==> src/rtl/argon_pkg.sv <==
// argon_pkg: shared widths and state encoding for the ALU sequencer
package argon_pkg;
  localparam int BUS_W = 16;
  localparam int OP_W = 4;
  typedef enum logic [2:0] {IDLE, LD_A, LD_B, LD_OP, LD_F, RD_Y, RD_F, RSP} state_t;
endpackage

==> src/rtl/alu_sequencer_if.sv <==
// alu_sequencer_if: request/response handshakes, ALU bus and ALU control strobes
interface alu_sequencer_if;
  import argon_pkg::*;
  logic i_req_valid;
  logic o_req_ready;
  logic [BUS_W-1:0] i_req_a;
  logic [BUS_W-1:0] i_req_b;
  logic [OP_W-1:0] i_req_op;
  logic i_req_load_f;
  logic [BUS_W-1:0] i_req_f;
  logic o_rsp_valid;
  logic i_rsp_ready;
  logic [BUS_W-1:0] o_rsp_y;
  logic [BUS_W-1:0] o_rsp_f;
  logic o_rsp_err;
  logic [BUS_W-1:0] o_bus;
  logic [BUS_W-1:0] i_bus;
  logic i_bus_valid;
  logic o_latchA;
  logic o_latchB;
  logic o_latchF;
  logic o_latchOp;
  logic o_outputY;
  logic o_outputF;
  modport slave (
    input i_req_valid, i_req_a, i_req_b, i_req_op, i_req_load_f, i_req_f, i_rsp_ready, i_bus, i_bus_valid,
    output o_req_ready, o_rsp_valid, o_rsp_y, o_rsp_f, o_rsp_err, o_bus,
    output o_latchA, o_latchB, o_latchF, o_latchOp, o_outputY, o_outputF
  );
  modport master (
    output i_req_valid, i_req_a, i_req_b, i_req_op, i_req_load_f, i_req_f, i_rsp_ready, i_bus, i_bus_valid,
    input o_req_ready, o_rsp_valid, o_rsp_y, o_rsp_f, o_rsp_err, o_bus,
    input o_latchA, o_latchB, o_latchF, o_latchOp, o_outputY, o_outputF
  );
endinterface

==> src/rtl/alu_seq_timer.sv <==
// alu_seq_timer: wait-cycle counter that flags the last allowed cycle of a read state
module alu_seq_timer #(
  parameter int TIMEOUT = 8
) (
  input  logic i_Clk,
  input  logic i_Reset,
  input  logic i_clear,
  input  logic i_enable,
  output logic o_expired
);
  localparam int W = $clog2(TIMEOUT + 1);
  logic [W-1:0] cnt_q;
  assign o_expired = cnt_q == W'(TIMEOUT - 1);
  // count cycles spent waiting, saturating once the limit is reached
  always_ff @(posedge i_Clk)
    if (i_Reset || i_clear) cnt_q <= '0;
    else if (i_enable && !o_expired) cnt_q <= cnt_q + W'(1);
endmodule

==> src/rtl/alu_sequencer.sv <==
// alu_sequencer: drives an external ALU through load/read phases for one request at a time
module alu_sequencer
  import argon_pkg::*;
#(
  parameter int TIMEOUT = 8
) (
  input logic i_Clk,
  input logic i_Reset,
  alu_sequencer_if.slave sif
);
  state_t state_q;
  logic req_ready_q, rsp_valid_q, err_q, ldf_q;
  logic la_q, lb_q, lop_q, lf_q, oy_q, of_q;
  logic [BUS_W-1:0] b_q, f_q, bus_q, y_q, rf_q;
  logic [OP_W-1:0] op_q;
  logic rd, clr, expired;
  assign rd = state_q == RD_Y || state_q == RD_F;
  assign clr = !rd || (state_q == RD_Y && sif.i_bus_valid);
  alu_seq_timer #(.TIMEOUT(TIMEOUT)) u_timer (
    .i_Clk(i_Clk),
    .i_Reset(i_Reset),
    .i_clear(clr),
    .i_enable(rd),
    .o_expired(expired)
  );
  assign sif.o_req_ready = req_ready_q;
  assign sif.o_rsp_valid = rsp_valid_q;
  assign sif.o_rsp_y = y_q;
  assign sif.o_rsp_f = rf_q;
  assign sif.o_rsp_err = err_q;
  assign sif.o_bus = bus_q;
  assign sif.o_latchA = la_q;
  assign sif.o_latchB = lb_q;
  assign sif.o_latchOp = lop_q;
  assign sif.o_latchF = lf_q;
  assign sif.o_outputY = oy_q;
  assign sif.o_outputF = of_q;
  // sequencer FSM; bus and strobes are registered for the state being entered
  always_ff @(posedge i_Clk)
    if (i_Reset) begin
      state_q <= IDLE;
      req_ready_q <= 1'b1;
      rsp_valid_q <= 1'b0;
      err_q <= 1'b0;
      ldf_q <= 1'b0;
      {la_q, lb_q, lop_q, lf_q, oy_q, of_q} <= '0;
      {b_q, f_q, bus_q, y_q, rf_q} <= '0;
      op_q <= '0;
    end else begin
      bus_q <= '0;
      {la_q, lb_q, lop_q, lf_q, oy_q, of_q} <= '0;
      case (state_q)
        IDLE: if (sif.i_req_valid) begin
          b_q <= sif.i_req_b;
          op_q <= sif.i_req_op;
          ldf_q <= sif.i_req_load_f;
          f_q <= sif.i_req_f;
          err_q <= 1'b0;
          req_ready_q <= 1'b0;
          bus_q <= sif.i_req_a;
          la_q <= 1'b1;
          state_q <= LD_A;
        end
        LD_A: begin
          bus_q <= b_q;
          lb_q <= 1'b1;
          state_q <= LD_B;
        end
        LD_B: begin
          bus_q <= {{(BUS_W-OP_W){1'b0}}, op_q};
          lop_q <= 1'b1;
          state_q <= LD_OP;
        end
        LD_OP: if (ldf_q) begin
          bus_q <= f_q;
          lf_q <= 1'b1;
          state_q <= LD_F;
        end else begin
          oy_q <= 1'b1;
          state_q <= RD_Y;
        end
        LD_F: begin
          oy_q <= 1'b1;
          state_q <= RD_Y;
        end
        RD_Y: if (sif.i_bus_valid) begin
          y_q <= sif.i_bus;
          of_q <= 1'b1;
          state_q <= RD_F;
        end else if (expired) begin
          err_q <= 1'b1;
          y_q <= '0;
          rf_q <= '0;
          rsp_valid_q <= 1'b1;
          state_q <= RSP;
        end else oy_q <= 1'b1;
        RD_F: if (sif.i_bus_valid) begin
          rf_q <= sif.i_bus;
          rsp_valid_q <= 1'b1;
          state_q <= RSP;
        end else if (expired) begin
          err_q <= 1'b1;
          y_q <= '0;
          rf_q <= '0;
          rsp_valid_q <= 1'b1;
          state_q <= RSP;
        end else of_q <= 1'b1;
        RSP: if (sif.i_rsp_ready) begin
          rsp_valid_q <= 1'b0;
          req_ready_q <= 1'b1;
          state_q <= IDLE;
        end
        default: state_q <= IDLE;
      endcase
    end
endmodule

==> src/flat_wrapper.sv <==
// flat-port wrapper written by rule: the top's interface ports become plain ports
module alu_sequencer_flat import argon_pkg::*;
#(
  parameter int TIMEOUT = 8
)
  (i_Clk, i_Reset, sif_i_req_valid, sif_i_req_a, sif_i_req_b, sif_i_req_op, sif_i_req_load_f, sif_i_req_f, sif_i_rsp_ready, sif_i_bus, sif_i_bus_valid, sif_o_req_ready, sif_o_rsp_valid, sif_o_rsp_y, sif_o_rsp_f, sif_o_rsp_err, sif_o_bus, sif_o_latchA, sif_o_latchB, sif_o_latchF, sif_o_latchOp, sif_o_outputY, sif_o_outputF);
  alu_sequencer_if sif_i ();
  input logic i_Clk;
  input logic i_Reset;
  input wire logic [$bits(sif_i.i_req_valid)-1:0] sif_i_req_valid;
  input wire logic [$bits(sif_i.i_req_a)-1:0] sif_i_req_a;
  input wire logic [$bits(sif_i.i_req_b)-1:0] sif_i_req_b;
  input wire logic [$bits(sif_i.i_req_op)-1:0] sif_i_req_op;
  input wire logic [$bits(sif_i.i_req_load_f)-1:0] sif_i_req_load_f;
  input wire logic [$bits(sif_i.i_req_f)-1:0] sif_i_req_f;
  input wire logic [$bits(sif_i.i_rsp_ready)-1:0] sif_i_rsp_ready;
  input wire logic [$bits(sif_i.i_bus)-1:0] sif_i_bus;
  input wire logic [$bits(sif_i.i_bus_valid)-1:0] sif_i_bus_valid;
  output wire logic [$bits(sif_i.o_req_ready)-1:0] sif_o_req_ready;
  output wire logic [$bits(sif_i.o_rsp_valid)-1:0] sif_o_rsp_valid;
  output wire logic [$bits(sif_i.o_rsp_y)-1:0] sif_o_rsp_y;
  output wire logic [$bits(sif_i.o_rsp_f)-1:0] sif_o_rsp_f;
  output wire logic [$bits(sif_i.o_rsp_err)-1:0] sif_o_rsp_err;
  output wire logic [$bits(sif_i.o_bus)-1:0] sif_o_bus;
  output wire logic [$bits(sif_i.o_latchA)-1:0] sif_o_latchA;
  output wire logic [$bits(sif_i.o_latchB)-1:0] sif_o_latchB;
  output wire logic [$bits(sif_i.o_latchF)-1:0] sif_o_latchF;
  output wire logic [$bits(sif_i.o_latchOp)-1:0] sif_o_latchOp;
  output wire logic [$bits(sif_i.o_outputY)-1:0] sif_o_outputY;
  output wire logic [$bits(sif_i.o_outputF)-1:0] sif_o_outputF;
  assign sif_i.i_req_valid = sif_i_req_valid;
  assign sif_i.i_req_a = sif_i_req_a;
  assign sif_i.i_req_b = sif_i_req_b;
  assign sif_i.i_req_op = sif_i_req_op;
  assign sif_i.i_req_load_f = sif_i_req_load_f;
  assign sif_i.i_req_f = sif_i_req_f;
  assign sif_i.i_rsp_ready = sif_i_rsp_ready;
  assign sif_i.i_bus = sif_i_bus;
  assign sif_i.i_bus_valid = sif_i_bus_valid;
  assign sif_o_req_ready = sif_i.o_req_ready;
  assign sif_o_rsp_valid = sif_i.o_rsp_valid;
  assign sif_o_rsp_y = sif_i.o_rsp_y;
  assign sif_o_rsp_f = sif_i.o_rsp_f;
  assign sif_o_rsp_err = sif_i.o_rsp_err;
  assign sif_o_bus = sif_i.o_bus;
  assign sif_o_latchA = sif_i.o_latchA;
  assign sif_o_latchB = sif_i.o_latchB;
  assign sif_o_latchF = sif_i.o_latchF;
  assign sif_o_latchOp = sif_i.o_latchOp;
  assign sif_o_outputY = sif_i.o_outputY;
  assign sif_o_outputF = sif_i.o_outputF;
  alu_sequencer #(.TIMEOUT(TIMEOUT)) u_core (.i_Clk(i_Clk), .i_Reset(i_Reset), .sif(sif_i));
endmodule
==> config.mk <==
export PLATFORM = sky130hd
export DESIGN_NAME = alu_sequencer_flat
export DESIGN_NICKNAME = d
export VERILOG_FILES = /design/src/rtl/argon_pkg.sv /design/src/rtl/alu_sequencer_if.sv /design/src/rtl/alu_seq_timer.sv /design/src/rtl/alu_sequencer.sv /design/src/flat_wrapper.sv
export SDC_FILE = /design/constraint.sdc
export NUM_CORES = 1
export LEC_CHECK = 0
export BUFFER_PORTS_ARGS = -buffer_cell sky130_fd_sc_hd__buf_2
export CORE_MARGIN = 4
export CORE_UTILIZATION = 44
export DETAILED_ROUTE_END_ITERATION = 12
export PLACE_DENSITY_LB_ADDON = 0.05
export SYNTH_ARGS = -nofsm -noshare
export SYNTH_HDL_FRONTEND = slang
export SYNTH_SLANG_ARGS = --single-unit
export TNS_END_PERCENT = 1
==> constraint.sdc <==
create_clock -name i_Clk -period 2 [get_ports i_Clk]
set_input_delay 0.2 -clock i_Clk [delete_from_list [all_inputs] [get_ports i_Clk]]
set_output_delay 0.2 -clock i_Clk [all_outputs]
set_load 0.005 [all_outputs]
-- Yosys cells after proc, flatten, opt, wreduce, memory -nomap -nowiden
Index checks and enable logic that the tools add are counted.
- register bits: 101
- output and inout port bits: 57
- word-level logic and storage cells: 96
- eq/ne operators: 14
- bitwise operators: 2
- reductions and logical operators: 22
- mux-type cells: 39
- $add $sub $neg: 1
- operators with widths (cell ; number):
    16-bit 2-to-1 mux ; 8
    16-bit case mux with 2 select lines ; 2
    16-bit case mux with 4 select lines ; 1
    3-bit case mux with 8 select lines ; 1
    1-bit 2-to-1 mux ; 17
    3-bit 2-to-1 mux ; 5
    3-bit equality test (second input constant) ; 4
    2-bit != test (second input constant) ; 5
    2-bit AND reduction ; 4
    3-bit by 2-bit equality test with 1-bit output (second input constant) ; 2
    1-bit case mux with 2 select lines ; 3
    1-bit case mux with 3 select lines ; 2
    3-bit AND reduction ; 2
    2-bit nonzero test ; 3
    2-bit OR reduction ; 3
    4-bit by 1-bit adder with 4-bit output (second input constant) ; 1
    4-bit by 3-bit equality test with 1-bit output (second input constant) ; 1
    4-bit AND reduction ; 1
    3-bit by 1-bit equality test with 1-bit output (second input constant) ; 1
    3-bit zero test ; 1
    1-bit logical OR ; 3
    3-bit nonzero test ; 1
    1-bit logical AND ; 2
    1-bit zero test ; 2
    2 further kinds ; 3

-- Depth between registers and ports, before layout
- depth in word-level cells: 5
- mapped depth: 7
- mapped depth without buffers: 5

-- Hierarchy
From an unflattened synthesis, not the netlist that was laid out.
- cell total of the unflattened synthesis: 444
- area, all modules: 3896.2 µm²
- by module, submodules not included (module ; sequential area each (µm²) ; cells each ; area each (µm²) ; instances):
    alu_sequencer ; 1941.9 ; 421 ; 3688.5 ; 1
    alu_seq_timer ; 80.1 ; 23 ; 207.7 ; 1

-- Worst setup path after synthesis
Ideal clock, no wire load.
- kind: register -> register
- from: register u_core.u_timer.cnt_q[0]
- to: register u_core.rf_q[10], in the netlist u_core.sif.o_rsp_f[10]
- stages on the path, launching flop included: 7
- arrival time: 1.401 ns
- slack: 0.540 ns
- period minus slack after synthesis: 1.460 ns
- buffers on the path: 1
- cells stage by stage: dfxtp_1 ha_1 nand3b_1 nand2_1 a21oi_4 buf_4 a22o_1
- longest elaborated chain between the ends: 4
- elaborated cells between the ends (all ways): 5
- those cells by class: eq/ne (1); mux (4)
- RTL lines (what ; RTL line ; source):
    start: declaration ; alu_seq_timer.sv:12 ; logic [W-1:0] cnt_q;
    start signal: assignment ; alu_seq_timer.sv:17 ; else if (i_enable && !o_expired) cnt_q <= cnt_q + W'(1);
    4-bit by 3-bit equality test with 1-bit output (*) ; alu_seq_timer.sv:13 ; assign o_expired = cnt_q == W'(TIMEOUT - 1);
    16-bit 2-to-1 mux (*) ; - ;
    16-bit 2-to-1 mux (on tied branches) ; - ;
    16-bit case mux with 2 select lines (*) ; - ;
    end signal: assignment ; alu_sequencer.sv:98 ; rf_q <= sif.i_bus;
    end: declaration ; alu_sequencer.sv:14 ; logic [BUS_W-1:0] b_q, f_q, bus_q, y_q, rf_q;
Every way passes the cells marked *; elsewhere a longest branch is shown, timed or not. The select of a mux whose other input is x is not followed.
A chain may end at the register's enable or synchronous reset.

-- Worst setup path after layout
- from: register u_core.state_q[2]
- to: register u_core.rf_q[8], in the netlist u_core.sif.o_rsp_f[8]
- longest elaborated chain between the ends: 3
- elaborated cells between the ends (all ways): 6
- those cells by class: eq/ne (3); mux (1); reduce/logical (2)
- RTL lines (what ; RTL line ; source):
    start: declaration ; alu_sequencer.sv:11 ; state_t state_q;
    start signal: assignment ; alu_sequencer.sv:41 ; state_q <= IDLE;
    start signal: assignment ; alu_sequencer.sv:62 ; state_q <= LD_A;
    start signal: assignment ; alu_sequencer.sv:67 ; state_q <= LD_B;
    3-bit equality test ; alu_sequencer.sv:52 ; case (state_q)
    2-bit != test (no source line) / 2-bit nonzero test (equally long branches) ; - ;
    2-bit AND reduction (no source line) ; - ;
Several ways; a longest one is shown, not always the timed one.

==> metrics.md <==
| Metric | Value |
|---|---|
| Status | `complete, no violations` |
| Syn_area_per_cell | `9.09 um^2` |
| Clock Latency Late Sink | `360 ps` |
| Worst relative slew slack | `55.7%` |
| Initial DRC Count | `257` |
| FFs w/ async S/R, synth | `0%` |
| Yosys cell types | `42` |
| DRT Pass-1 Iters | `4` |
| Post-CTS resize count | `0` |
| Worst Reg-to-Reg Cells | `4` |
| DRT antenna net count | `0` |
| Worst VDD drop | `413 uV` |
| Total of max-cap violations | `0` |
| Most common cell after layout, fill and taps aside | `buf_2` |
| Unrepaired setup endpoints after global routing | `false` |
| Layout cells sized above 1 | `31.4%` |
| Clock sink count | `101` |
| # fillers | `779` |
| Post-synth EDFFs | `0` |
| Routed WL | `9.54 mm` |
| F_max | `0.556 GHz` |
| Cell area power density | `844 mW/mm^2` |
| Critical path peak fanout | `16` |
| CTS Buf Count | `9` |
| YS warnings | `0` |
| Die area | `0.0103 mm^2` |
| Synth top area cells | `dfxtp_1, nand2_1, a22o_1` |
| Final hold vios | `0` |
| Placed instance count | `634` |
| I/O pin count | `131` |
| First-pass GRT wire length | `15.1 mm` |
| Die width | `101 um` |
| Predominant post-synthesis flop cell | `dfxtp_1` |
| Post-synth top area share | `52.8%` |
| Setup Fix Bufs, Post-CTS | `0` |
| Worst-Margin Slew | `663 ps` |
| Total Routing Usage GR | `18.3%` |
| CTS max path bufs | `2` |
| Detailed-route DRC error count | `0` |
| CTS tree | `built` |
| Power Total | `4.00 mW` |
| Mapped Area | `0.00383 mm^2` |
| Max-slew violation total from the final report | `0` |
| Vias in the first global route | `3096` |
| Kind of start point of the critical path | `flop` |
| Cell taking the most area after synthesis | `dfxtp_1` |
| Layout area overhead | `23.9%` |
| Core area | `0.00834 mm^2` |
| Hold-critical path depth | `2` |
| Synth Register Bits | `101` |
| Min Clock Period, post-route | `1800 ps` |
| Ant diodes | `0` |
| CP endpoint kind | `flop` |
| Congestion Overflow GR | `0` |
| RePlAce Congestion | `0.807` |
| Number of cell rows | `33` |
| P_leak | `2.08 nW` |
| Worst setup path class | `flop to flop` |
| Post-Synthesis Cells | `421` |
| Most frequent cells in the layout | `buf_2, dfxtp_1, nand2_1` |
| Dpl ws | `253 ps` |
| IO buf count | `130` |
| CP Data Arrival Time | `2090 ps` |
| Post-Route Skew | `11.0 ps` |
| Seq/Total Area, Yosys | `52.8%` |
| Nets | `615` |
| Largest net degree at the start of global routing | `39` |
| Initial antenna violation count | `0` |
| Min-Delay Path Class | `input pin to flop` |
| Placed inst area | `0.00455 mm^2` |
| Design area | `0.00474 mm^2` |
| Per-cell routed wire length | `14.7 um` |
| Die H | `101 um` |
| DR vias | `3333` |
| HPWL reported at the end of detailed placement | `6.83 mm` |
| Htree depth | `3` |
| Initial Utilization | `45.9%` |
| Final setup vio count | `0` |
| CP required | `2300 ps` |
| Hold Buf Count CTS | `0` |
| Final worst setup slack | `202 ps` |
| Syn_nets | `496` |
| CTS root buf | `clkbuf_8` |
| Final period util | `89.9%` |
| Clk pin slew, worst setup/hold paths | `100 ps` |
| TNS Setup | `0 ps` |
| Vias per cell | `5.13` |
| Final Non-Filler Cells | `650` |
## critical path, stage by stage, from the launching register on
cell	delay, ps
dfxtp_1	500
buf_4	220
inv_1	150
nor3_4	610
a22o_1	250
## worst paths after layout
check	start	endpoint	slack, ps
min reg2reg	u_core.sif.o_rsp_valid	u_core.sif.o_rsp_valid	460
max reg2reg	u_core.state_q[2]	u_core.sif.o_rsp_f[8]	200
min	sif_i_bus[7]	u_core.sif.o_rsp_y[7]	60
max	u_core.state_q[2]	u_core.sif.o_rsp_f[8]	200
## layer usage
layer  GRT usage, %  wire length [um]
met5              0                 0
met4           5.83               117
met3           3.99               634
met2           28.6              4370
met1           25.3              4420
## flip-flops by register name, summed over array words and instances, names as in the netlist
signal and cells:
u_core.sif.o_outputF 1, u_core.sif.o_rsp_f 16, u_core.sif.o_latchB 1, u_core.b_q 16, u_core.f_q 16, u_core.op_q 4, u_core.state_q 3, u_core.ldf_q 1
u_core.sif.o_bus 16, u_core.sif.o_outputY 1, u_core.sif.o_rsp_y 16, u_core.sif.o_latchA 1, u_core.u_timer.cnt_q 4, u_core.sif.o_latchF 1, u_core.sif.o_rsp_valid 1, u_core.sif.o_rsp_err 1
u_core.sif.o_req_ready 1, u_core.sif.o_latchOp 1
## Yosys cell counts (all sizes together) (2+ instances only)
cell	number
nor2	20
dfxtp	101
nor2b	3
a222oi	4
xor2	3
nor3	6
a21oi	49
nand4	2
inv	14
a22o	32
o21ai	17
and2	2
a211oi	2
nand3b	2
a22oi	11
buf	21
and3	2
nand3	15
a211o	2
nand2	85
clkbuf	12
nor3b	3
o2bb2ai	4
## final cells by class
type / count / area, um^2 / share of cell area [%]
inverters: 14 / 52.6 / 1.11
flip-flops and latches: 101 / 2020 / 42.6
clock buffers: 11 / 151 / 3.19
multi-input cells: 273 / 1570 / 33.1
clock inverters: 5 / 42.5 / 0.897
well taps: 105 / 131 / 2.77
repair buffers: 141 / 771 / 16.3
## per-stage QoR
stage | hold slack (ps) | utilization, %
final | 62.1 | 56.8
after global routing | 48.1 | 56.8
after CTS | 49.1 | 56.8
after detailed placement | 432 | 54.5
after global placement | 430 | 54.5
after floorplan | 325 | -
## where the power goes
group	internal (mW)	switching [mW]
combinational	0.245	0.335
clock	0.535	0.711
sequential	2.11	0.0625
## logic make-up (layout without fill, tap and decap cells)
| logic type | Yosys count | after routing | share of synthesized area, % |
|---|---|---|---|
| AO/OA/AOI/OAI | 125 | 125 | 22.8 |
| XOR/XNOR | 3 | 3 | 0.687 |
| flip-flops | 101 | 101 | 52.8 |
| adder cells (fa/ha/maj) | 1 | 1 | 0.327 |
| AND/OR/NAND/NOR | 144 | 144 | 17.2 |
| buffers and inverters | 47 | 171 | 6.15 |
No activity file was read; power rests on OpenSTA's default activity.
